[config.mk]
export PLATFORM = sky130hd
export DESIGN_NAME = transmitter
export DESIGN_NICKNAME = d
export VERILOG_FILES = /design/src/rtl/transmitter.sv
export SDC_FILE = /design/constraint.sdc
export NUM_CORES = 1
export LEC_CHECK = 0
export BUFFER_PORTS_ARGS = -buffer_cell sky130_fd_sc_hd__buf_2
export CAP_MARGIN = 30
export CORE_AREA = 2 2 66 68
export DETAILED_ROUTE_END_ITERATION = 16
export DIE_AREA = 0 0 68 70
export PLACE_DENSITY = 0.76
export SYNTH_ARGS = -nofsm -noshare
export SYNTH_HDL_FRONTEND = slang
export SYNTH_SLANG_ARGS = --single-unit
[constraint.sdc]
create_clock -name CLK -period 2.6 [get_ports CLK]
set_input_delay 0.52 -clock CLK [delete_from_list [all_inputs] [get_ports CLK]]
set_output_delay 0.52 -clock CLK [all_outputs]
set_load 0.005 [all_outputs]
[src/rtl/transmitter.sv]
// UART transmit side: valid/ready byte intake with a one-deep holding register,
// serialised as start bit, eight data bits MSB first, then one or two stop bits.
module transmitter #(
    parameter int CLKS_PER_BIT = 1,
    parameter int STOP_BITS    = 1
) (
    input  logic       CLK,
    input  logic       Reset,
    input  logic [7:0] DataIN,
    input  logic       Send,
    output logic       Ready,
    output logic       tx,
    output logic       Busy
);

    typedef enum logic [1:0] {
        IDLE,
        START,
        DATA,
        STOP
    } state_t;

    localparam logic [15:0] BAUD_LAST = 16'(CLKS_PER_BIT - 1);
    localparam logic        STOP_LAST = 1'(STOP_BITS - 1);

    state_t      state;
    logic [7:0]  hold_data;
    logic        hold_full;
    logic [7:0]  shift_data;
    logic [2:0]  bit_idx;
    logic [15:0] baud_cnt;
    logic        stop_cnt;

    logic        accept;
    logic        bit_done;
    logic        frame_end;
    logic        reload;
    logic        bypass;
    logic [7:0]  load_byte;

    assign Ready     = !hold_full;
    assign accept    = Send && Ready;
    assign bit_done  = (baud_cnt == BAUD_LAST);
    assign frame_end = (state == STOP) && bit_done && (stop_cnt == STOP_LAST);
    // A new frame may start from IDLE or straight out of the last stop cycle;
    // a queued byte takes priority, otherwise a fresh accept skips the holding register.
    assign reload    = ((state == IDLE) || frame_end) && hold_full;
    assign bypass    = ((state == IDLE) || frame_end) && !hold_full && accept;
    assign load_byte = reload ? hold_data : DataIN;

    always_ff @(posedge CLK or negedge Reset) begin
        if (!Reset) begin
            hold_data <= 8'h00;
            hold_full <= 1'b0;
        end else if (accept && !bypass) begin
            hold_data <= DataIN;
            hold_full <= 1'b1;
        end else if (reload) begin
            hold_full <= 1'b0;
        end
    end

    always_ff @(posedge CLK or negedge Reset) begin
        if (!Reset) begin
            state      <= IDLE;
            shift_data <= 8'h00;
            bit_idx    <= 3'd0;
            baud_cnt   <= 16'd0;
            stop_cnt   <= 1'b0;
            tx         <= 1'b1;
            Busy       <= 1'b0;
        end else begin
            case (state)
                IDLE: begin
                    if (reload || bypass) begin
                        shift_data <= load_byte;
                        baud_cnt   <= 16'd0;
                        state      <= START;
                        tx         <= 1'b0;
                        Busy       <= 1'b1;
                    end
                end
                START: begin
                    if (bit_done) begin
                        baud_cnt <= 16'd0;
                        bit_idx  <= 3'd7;
                        state    <= DATA;
                        tx       <= shift_data[7];
                    end else begin
                        baud_cnt <= baud_cnt + 16'd1;
                    end
                end
                DATA: begin
                    if (bit_done) begin
                        baud_cnt <= 16'd0;
                        if (bit_idx == 3'd0) begin
                            stop_cnt <= 1'b0;
                            state    <= STOP;
                            tx       <= 1'b1;
                        end else begin
                            bit_idx <= bit_idx - 3'd1;
                            tx      <= shift_data[bit_idx - 3'd1];
                        end
                    end else begin
                        baud_cnt <= baud_cnt + 16'd1;
                    end
                end
                STOP: begin
                    if (bit_done) begin
                        baud_cnt <= 16'd0;
                        if (stop_cnt == STOP_LAST) begin
                            if (reload || bypass) begin
                                shift_data <= load_byte;
                                state      <= START;
                                tx         <= 1'b0;
                            end else begin
                                state <= IDLE;
                                tx    <= 1'b1;
                                Busy  <= 1'b0;
                            end
                        end else begin
                            stop_cnt <= 1'b1;
                        end
                    end else begin
                        baud_cnt <= baud_cnt + 16'd1;
                    end
                end
                default: begin
                    state <= IDLE;
                    tx    <= 1'b1;
                    Busy  <= 1'b0;
                end
            endcase
        end
    end

endmodule

Yosys cells after proc, flatten, opt, wreduce, memory -nomap -nowiden

Cells that the tools add are included.

Bits in registers: 41
Output and inout bits: 3
Word-level logic and storage cells: 91

Add/sub/neg operators: 2
$lt $le $gt $ge: 1
Equality and inequality tests: 11
Muxes and demuxes: 42
Bitwise logic cells: 1
Reduce and logical (&&, ||, !) cells: 25

Operators by type and width:

| cell                                                                          | number |
|---|---|
| 16-bit 2-to-1 mux                                                             | 2 |
| 8-bit 2-to-1 mux                                                              | 4 |
| 16-bit one-hot mux with 2 select lines                                        | 1 |
| 1-bit 2-to-1 mux                                                              | 19 |
| 16-bit by 1-bit adder with 16-bit output (second input constant)              | 1 |
| 16-bit zero test                                                              | 1 |
| 8-bit one-hot mux with 2 select lines                                         | 1 |
| 2-bit != test (second input constant)                                         | 7 |
| 2-bit 2-to-1 mux                                                              | 6 |
| 5-bit AND reduction                                                           | 2 |
| 3-bit 2-to-1 mux                                                              | 3 |
| 2-bit one-hot mux with 4 select lines                                         | 1 |
| 4-bit AND reduction                                                           | 2 |
| 2-bit nonzero test                                                            | 4 |
| 1-bit logical AND                                                             | 7 |
| 3-bit one-hot mux with 2 select lines                                         | 1 |
| 6-bit AND reduction                                                           | 1 |
| 2-bit equality test (second input constant)                                   | 2 |
| 3-bit by 4-bit less-than comparator with 1-bit output (second input constant) | 1 |
| 1-bit one-hot mux with 2 select lines                                         | 2 |
| 1-bit one-hot mux with 4 select lines                                         | 1 |
| 1-bit binary-select mux with 3-bit select                                     | 1 |
| 3-bit zero test                                                               | 1 |
| 3-bit AND reduction                                                           | 1 |
| 8 further kinds                                                               | 10 |

Longest topological paths before layout

Gate-level depths: netlist of run 1.

Depth after elaboration: 11
Mapped depth: 8
Mapped depth without buffers: 7

Least setup slack after synthesis of run 1

No wires, ideal clock.

Path kind: flip-flop to flip-flop
Start: register baud_cnt[0]
End: register hold_data[0]
Arrival time: 2.117 ns
Path slack: 0.359 ns
Cell stages (with the launch flop): 8
Path buffers: 0
Clock period less this slack: 2.241 ns
Cells stage by stage: dfrtp_1 > inv_1 > ha_1 > or4bb_2 > or4_4 > nand2b_2 > nor3b_4 > mux2_2

Longest elaborated chain between the ends: 8

Ends and longest elaborated chain:

| item                            | line | text |
|---|---|---|
| start: declaration              | 31   | `logic [15:0] baud_cnt;` |
| start signal: assignment        | 90   | `baud_cnt <= baud_cnt + 16'd1;` |
| start signal: assignment        | 105  | `baud_cnt <= baud_cnt + 16'd1;` |
| start signal: assignment        | 125  | `baud_cnt <= baud_cnt + 16'd1;` |
| 16-bit zero test                | 43   | `assign bit_done = (baud_cnt == BAUD_LAST);` |
| 1-bit logical AND (2 in series) | 44   | `assign frame_end = (state == STOP) && bit_done && (stop_cnt == STOP_LAST);` |
| 1-bit logical OR                | 48   | `assign bypass = ((state == IDLE) \|\| frame_end) && !hold_full && accept;` |
| 1-bit logical AND (2 in series) | 48   |  |
| 1-bit zero test                 | 55   | `end else if (accept && !bypass) begin` |
| 1-bit logical AND               | 55   |  |
| end signal: assignment          | 56   | `hold_data <= DataIN;` |
| end: declaration                | 27   | `logic [7:0] hold_data;` |

No other way between the ends.
A chain may end at the register's enable or synchronous reset.

Final worst setup path of run 1

Start: register baud_cnt[0]
End: register shift_data[7]

Longest elaborated chain between the ends: 11
Elaborated cells on any way between the ends: 15
Classes of those cells: eq/ne: 1; mux: 5; reduce/logical: 9

Ends and longest elaborated chain:

| item                                  | line    | text |
|---|---|---|
| 16-bit zero test (*)                  | 43      |  |
| 1-bit logical AND (2 in series)       | 44      |  |
| 1-bit logical OR                      | 47, 48  |  |
| 1-bit logical AND (2 in series)       | 48      |  |
| 1-bit logical OR                      | 75, 112 |  |
| 8-bit 2-to-1 mux                      | 75, 112 |  |
| 8-bit 2-to-1 mux                      | 111     | `if (stop_cnt == STOP_LAST) begin` |
| 8-bit 2-to-1 mux                      | 109     | `if (bit_done) begin` |
| 8-bit one-hot mux with 2 select lines | 73      | `case (state)` |
| end signal: assignment                | 76      | `shift_data <= load_byte;` |
| end signal: assignment                | 113     | `shift_data <= load_byte;` |
| end: declaration                      | 29      | `logic [7:0] shift_data;` |

Every way passes the cells marked *; elsewhere a longest branch is shown, timed or not. The select of a mux whose other input is x is not followed.

==> reports/metrics.yaml, run 1 <==
floorplanning:
  initial_core_util_pct: 55.7
  rows: 24
  die_h_um: 70
  die_x_um: 68
  die-area_mm2: 0.00476
  io_pins: 14
  coreArea_mm2: 0.00414
global_route:
  grt_pass1_wl_um: 7710
  grt_usage_pct: 21.2
  antenna_found_initial: 0
  first_global_vias: 1646
  met2_usage_pct: 29.4
  use_met1_pct: 33.7
  grt.met3_usage_pct: 3.54
  overflow: 0
  busiest_layer: "met1"
  grt_max_degree: 41
sta:
  setup_viol: 0
  worst_slew_pin_slew_ns: 0.897
  grt_setup_unrepaired: "false"
  fmax_mhz: 412
  hold-worst-slack_ns: 0.356
  maxSlewHeadroom_pct: 40.2
  tns_ns: 0
  period_share_pct: 93.3
  hold_viol: 0
  final.min_clock_period_ns: 2.43
  slew_viol_final: 0
  skew_ns: 0.00601
yosys:
  synth_cell_type_count: 48
  yosysTopAreaCellShare_pct: 42.3
  synth_edf_count: 0
  ys_seq_area_share_pct: 43.4
  synth_area_mm2: 0.00231
  synth.net_count: 248
  yosys.area.top_type: "dfrtp_1"
  synth_warnings: 0
  synth.avg_cell_area_um2: 10.1
  synthTopCellsByArea: "dfrtp_1 42%, o21ai_0 5.6%, ha_1 4.9%"
  syn_inst: 228
  synthArstFlopShare_pct: 100
  yosysMostFrequentCell: "dfrtp_1"
  ys_top_cells_by_count: "39 x dfrtp_1, 26 x o21ai_0, 20 x nand2_1"
  synthFlopType: "dfrtp_1"
  synth-seq-cells: 40
drt:
  routedWlPerCell_um: 15.1
  finalWirelength_um: 4490
  ant_nets: 0
  vias_per_cell: 6.01
  drtPass1Iterations: 4
  vias: 1791
  drc: 0
  first_iter_violations: 83
job:
  drv_cap: 0
setup_path:
  cpLargestDelayFamily: "simple AND/OR/NAND/NOR gates"
  worstSetupEndpointType: "flip-flop"
  cp.required_ns: 2.81
  start_kind: "flip-flop"
  crit_slowest_cell: "or4bb_2"
  critical_path.max_stage_delay_ns: 0.62
  criticalPathCategory: "reg -> reg"
  cp_max_fo: 16
  timing.critical_path.buf_inv: 1
  crit_chain: "inv_1, ha_1, or4bb_2, or4_4, a21oi_4, nor2_1, a21oi_1"
  crit_arrival_ns: 2.64
clock_network:
  cts_tree: "done"
  clkTransAtPathRegs_ns: 0.08
  h-tree-depth: 2
  clk_latency_ns: 0.29
  cts_resized: 0
  clockRootBuffer: "clkbuf_8"
  cts_hold_buf: 0
  cts_buffers: 5
  cts_num_sinks: 40
  postCtsSetupRepairBufs: 0
  clockBufferDepth: 2
power_and_ir_drop:
  powerDensity_mw_per_mm2: 476
  leakage_nw: 1.07
  vdd_drop_max_mv: 0.400
status:
  status: "complete, no violations"
finish:
  fill_cells: 350
  n_antenna_cell: 0
  layout-drive-gt1-share_pct: 22.4
  utilization_pct: 61.2
  syn_to_final_growth_pct: 9.87
  fin_nets: 265
placement:
  place_congestion: 0.773
  dp_hpwl_um: 3150
  port_buffers: 13
worst_hold_path:
  hold_path_class: "in -> async"
[state kept, by name, indices dropped and copies added (netlist names)]
name	count
bit_idx	3
shift_data	8
Busy	1
baud_cnt	16
hold_data	8
state	2
hold_full	1
tx	1
[worst register-to-register path, delay by kind of cell, from the launching register on]
family          cells  cell delay, ns
simple gates        3            1.18
buf+inv             1            0.07
fa+ha+maj           1            0.16
compound gates      2            0.52
flops               1            0.42
[power by group]
part           leakage, nW  total, mW  switching [mW]  internal (mW)
logic                0.540     0.0520          0.0264         0.0256
clock network       0.0541      0.503           0.219          0.284
registers            0.477      0.652          0.0100          0.642
[kinds of logic after synthesis]
logic type,count (synthesis),synth area share [%]
xor+xnor,5,1.90
flops,40,43.4
simple gates,85,21.1
buf+inv,15,3.58
compound gates,54,14.9
fa+ha+maj,9,4.88
mux,20,10.2
[placed cells by master, fill, tap and decap left out, drive strengths merged, types with 2 or more instances in the layout]
cell / count
nor3b: 4
mux2: 9
nor3: 10
and3: 2
nand2: 20
ha: 9
nor2: 17
o31ai: 4
dfrtp: 39
xnor2: 3
nand4: 2
buf: 18
or2: 2
nand2b: 2
or3: 2
a2bb2oi: 2
xor2: 2
mux2i: 9
inv: 7
nor4: 7
a21oi: 11
a22o: 3
or4: 4
mux4: 2
nand3: 8
o21ai: 27
clkbuf: 5
[stage by stage]
step                power, mW  cell area [um2]  cells  setup WS [ns]
floorplan               0.690             2310    228          0.359
global placement        0.715             2420    290          0.275
detailed placement      0.718             2420    290          0.196
CTS                      1.22             2530    298          0.186
global route             1.25             2530    298         0.0312
finish                   1.21             2530    298          0.174
[final timing paths]
check | startpoint | to | slack (ns) | cells after the start
max in group asynchronous | Reset | shift_data[7] | 1.68 | 1
max reg2reg | baud_cnt[0] | shift_data[7] | 0.17 | 7
max | baud_cnt[0] | shift_data[7] | 0.17 | 7
min reg2reg | tx | tx | 0.48 | 2
min | Reset | hold_data[7] | 0.36 | 1
min in group CLK | DataIN[6] | hold_data[6] | 0.47 | 2
[per-layer routing]
| metal | wire length, um | vias to the layer above |
|---|---|---|
| met1 | 2280 | 876 |
| li1 | - | 873 |
| met3 | 181 | 6 |
| met5 | 0 | - |
| met2 | 1970 | 36 |
| met4 | 57 | 0 |
[cell type report]
| class | count | area, um2 | area share [%] |
|---|---|---|---|
| flip-flops and latches | 40 | 1000 | 39.5 |
| multi-input cells | 173 | 1230 | 48.4 |
| well taps | 52 | 65.1 | 2.57 |
| inverters | 7 | 26.3 | 1.04 |
| clock inverters | 3 | 42.5 | 1.68 |
| repair buffers | 18 | 103 | 4.05 |
| clock buffers | 5 | 68.8 | 2.71 |
Note: power is estimated with default switching activity, not from simulation.
==> run 2: changes to the inputs <==
--- a/config.mk
+++ b/config.mk
@@ -7,9 +7,9 @@
 export LEC_CHECK = 0
 export BUFFER_PORTS_ARGS = -buffer_cell sky130_fd_sc_hd__buf_2
 export CAP_MARGIN = 30
-export CORE_AREA = 2 2 66 68
+export CORE_AREA = 3 3 67 69
 export DETAILED_ROUTE_END_ITERATION = 16
-export DIE_AREA = 0 0 68 70
+export DIE_AREA = 0 0 70 72
 export PLACE_DENSITY = 0.76
 export SYNTH_ARGS = -nofsm -noshare
 export SYNTH_HDL_FRONTEND = slang
==> reports/metrics.yaml, run 2 (synthesis gave the netlist of run 1 again) <==
setup_path:
  cp.required_ns: 2.82
  r2r_end: "shift_data[7]"
  cp_max_fo: 16
  reg2reg_slack_ns: 0.16
  criticalPathCategory: "reg -> reg"
  crit_arrival_ns: 2.67
  start_kind: "flip-flop"
  worstRegToRegCells: 7
  r2r-start: "baud_cnt[0]"
  crit_slowest_cell: "or4bb_2"
  worstSetupEndpointType: "flip-flop"
  crit_chain: "inv_1, ha_1, or4bb_2, or4_4, a21oi_4, nor2_1, a21oi_1"
  critical_path.max_stage_delay_ns: 0.62
clock_network:
  h-tree-depth: 2
  cts_buffers: 5
  clkTransAtPathRegs_ns: 0.08
  postCtsSetupRepairBufs: 0
  cts_hold_buf: 0
  cts_tree: "done"
  clockBufferDepth: 2
  cts_num_sinks: 40
  clockRootBuffer: "clkbuf_8"
  cts_resized: 0
  clk_latency_ns: 0.30
global_route:
  grt_max_degree: 41
  antenna_found_initial: 0
  overflow: 0
  first_global_vias: 1635
  grt_pass1_wl_um: 7760
  grt_usage_pct: 19.5
power_and_ir_drop:
  leakage_nw: 1.07
  vdd_drop_max_mv: 0.296
  power.total_mw: 1.21
  powerDensity_mw_per_mm2: 479
sta:
  final.min_clock_period_ns: 2.44
  hold-worst-slack_ns: 0.332
  grt_setup_unrepaired: "false"
  slew_viol_final: 0
  setup_viol: 0
  fmax_mhz: 409
  hold_viol: 0
  worst_slack_ns: 0.157
  maxSlewHeadroom_pct: 42.3
  skew_ns: 0.00584
  period_share_pct: 94.0
  tns_ns: 0
  worst_slew_pin_slew_ns: 0.865
floorplanning:
  die-area_mm2: 0.00504
  rows: 23
  die_x_um: 70
  initial_core_util_pct: 58.1
  io_pins: 14
  die_h_um: 72
  coreArea_mm2: 0.00397
finish:
  final_cell_area_mm2: 0.00252
  largest_reg_flops: 16
  utilization_pct: 63.5
  layout-drive-gt1-share_pct: 21.6
  final_cell_mix: "39 x dfrtp_1, 26 x o21ai_0, 20 x nand2_1"
  syn_to_final_growth_pct: 9.22
  fin_nets: 264
  layoutNonFillerInstCount: 295
  regMostFlops: "baud_cnt"
  final_common_cell: "dfrtp_1"
  largest_registers: "baud_cnt x16, hold_data x8, shift_data x8"
  n_antenna_cell: 0
status:
  status: "complete, no violations"
placement:
  dpl.cell_count: 287
  dp_hpwl_um: 3160
  port_buffers: 13
  place_congestion: 0.792
  post_dp_cell_area_mm2: 0.00241
  place_ws_ns: 0.172
drt:
  drc: 0
  ant_nets: 0
  vias_per_cell: 5.94
  first_iter_violations: 118
  routedWlPerCell_um: 15.3
  vias: 1751
  drtPass1Iterations: 4
  finalWirelength_um: 4510
worst_hold_path:
  hold_path_class: "in -> async"
job:
  drv_cap: 0
## run 2: cell types whose count changed in the layout (fill, tap and decap cells not counted)
cell / change
buf_4: -1
nor3b_2: -1
nor3b_1: +1
## run 2: where the power goes
part           internal [mW]  switching, mW  leakage (nW)
Sequential             0.642        0.00978         0.477
Clock                  0.284          0.221        0.0541
Combinational         0.0256         0.0256         0.534
## run 2: layout make-up
cell class              instances  area [um2]
well taps                      50        62.6
flip-flops and latches         40        1000
clock inverters                 3        42.5
repair buffers                 17        95.1
inverters                       7        26.3
multi-input cells             173        1220
fillers                       327        1450
clock buffers                   5        68.8
## run 2: worst max path at each step
| stage | startpoint | endpoint | slack, ns | cells after the start |
|---|---|---|---|---|
| CTS | baud_cnt[0] | shift_data[7] | 0.16 | 7 |
| detailed placement | baud_cnt[0] | shift_data[7] | 0.17 | 7 |
| floorplan | baud_cnt[0] | hold_data[0] | 0.36 | 7 |
| global route | baud_cnt[0] | shift_data[0] | 0.02 | 7 |
| global placement | baud_cnt[0] | shift_data[5] | 0.27 | 7 |
| finish | baud_cnt[0] | shift_data[7] | 0.16 | 7 |
## run 2: critical path: cells and delay by family, from the launching register on
family | cells | cell delay [ns]
simple gates | 3 | 1.18
compound gates | 2 | 0.52
buf+inv | 1 | 0.07
flops | 1 | 0.42
fa+ha+maj | 1 | 0.17
## run 2: layer usage
metal / global-route usage, % / wire (um)
met5: 0 / 0
met4: 7.66 / 73
met3: 4.71 / 258
met1: 26.6 / 2160
met2: 30.1 / 2030
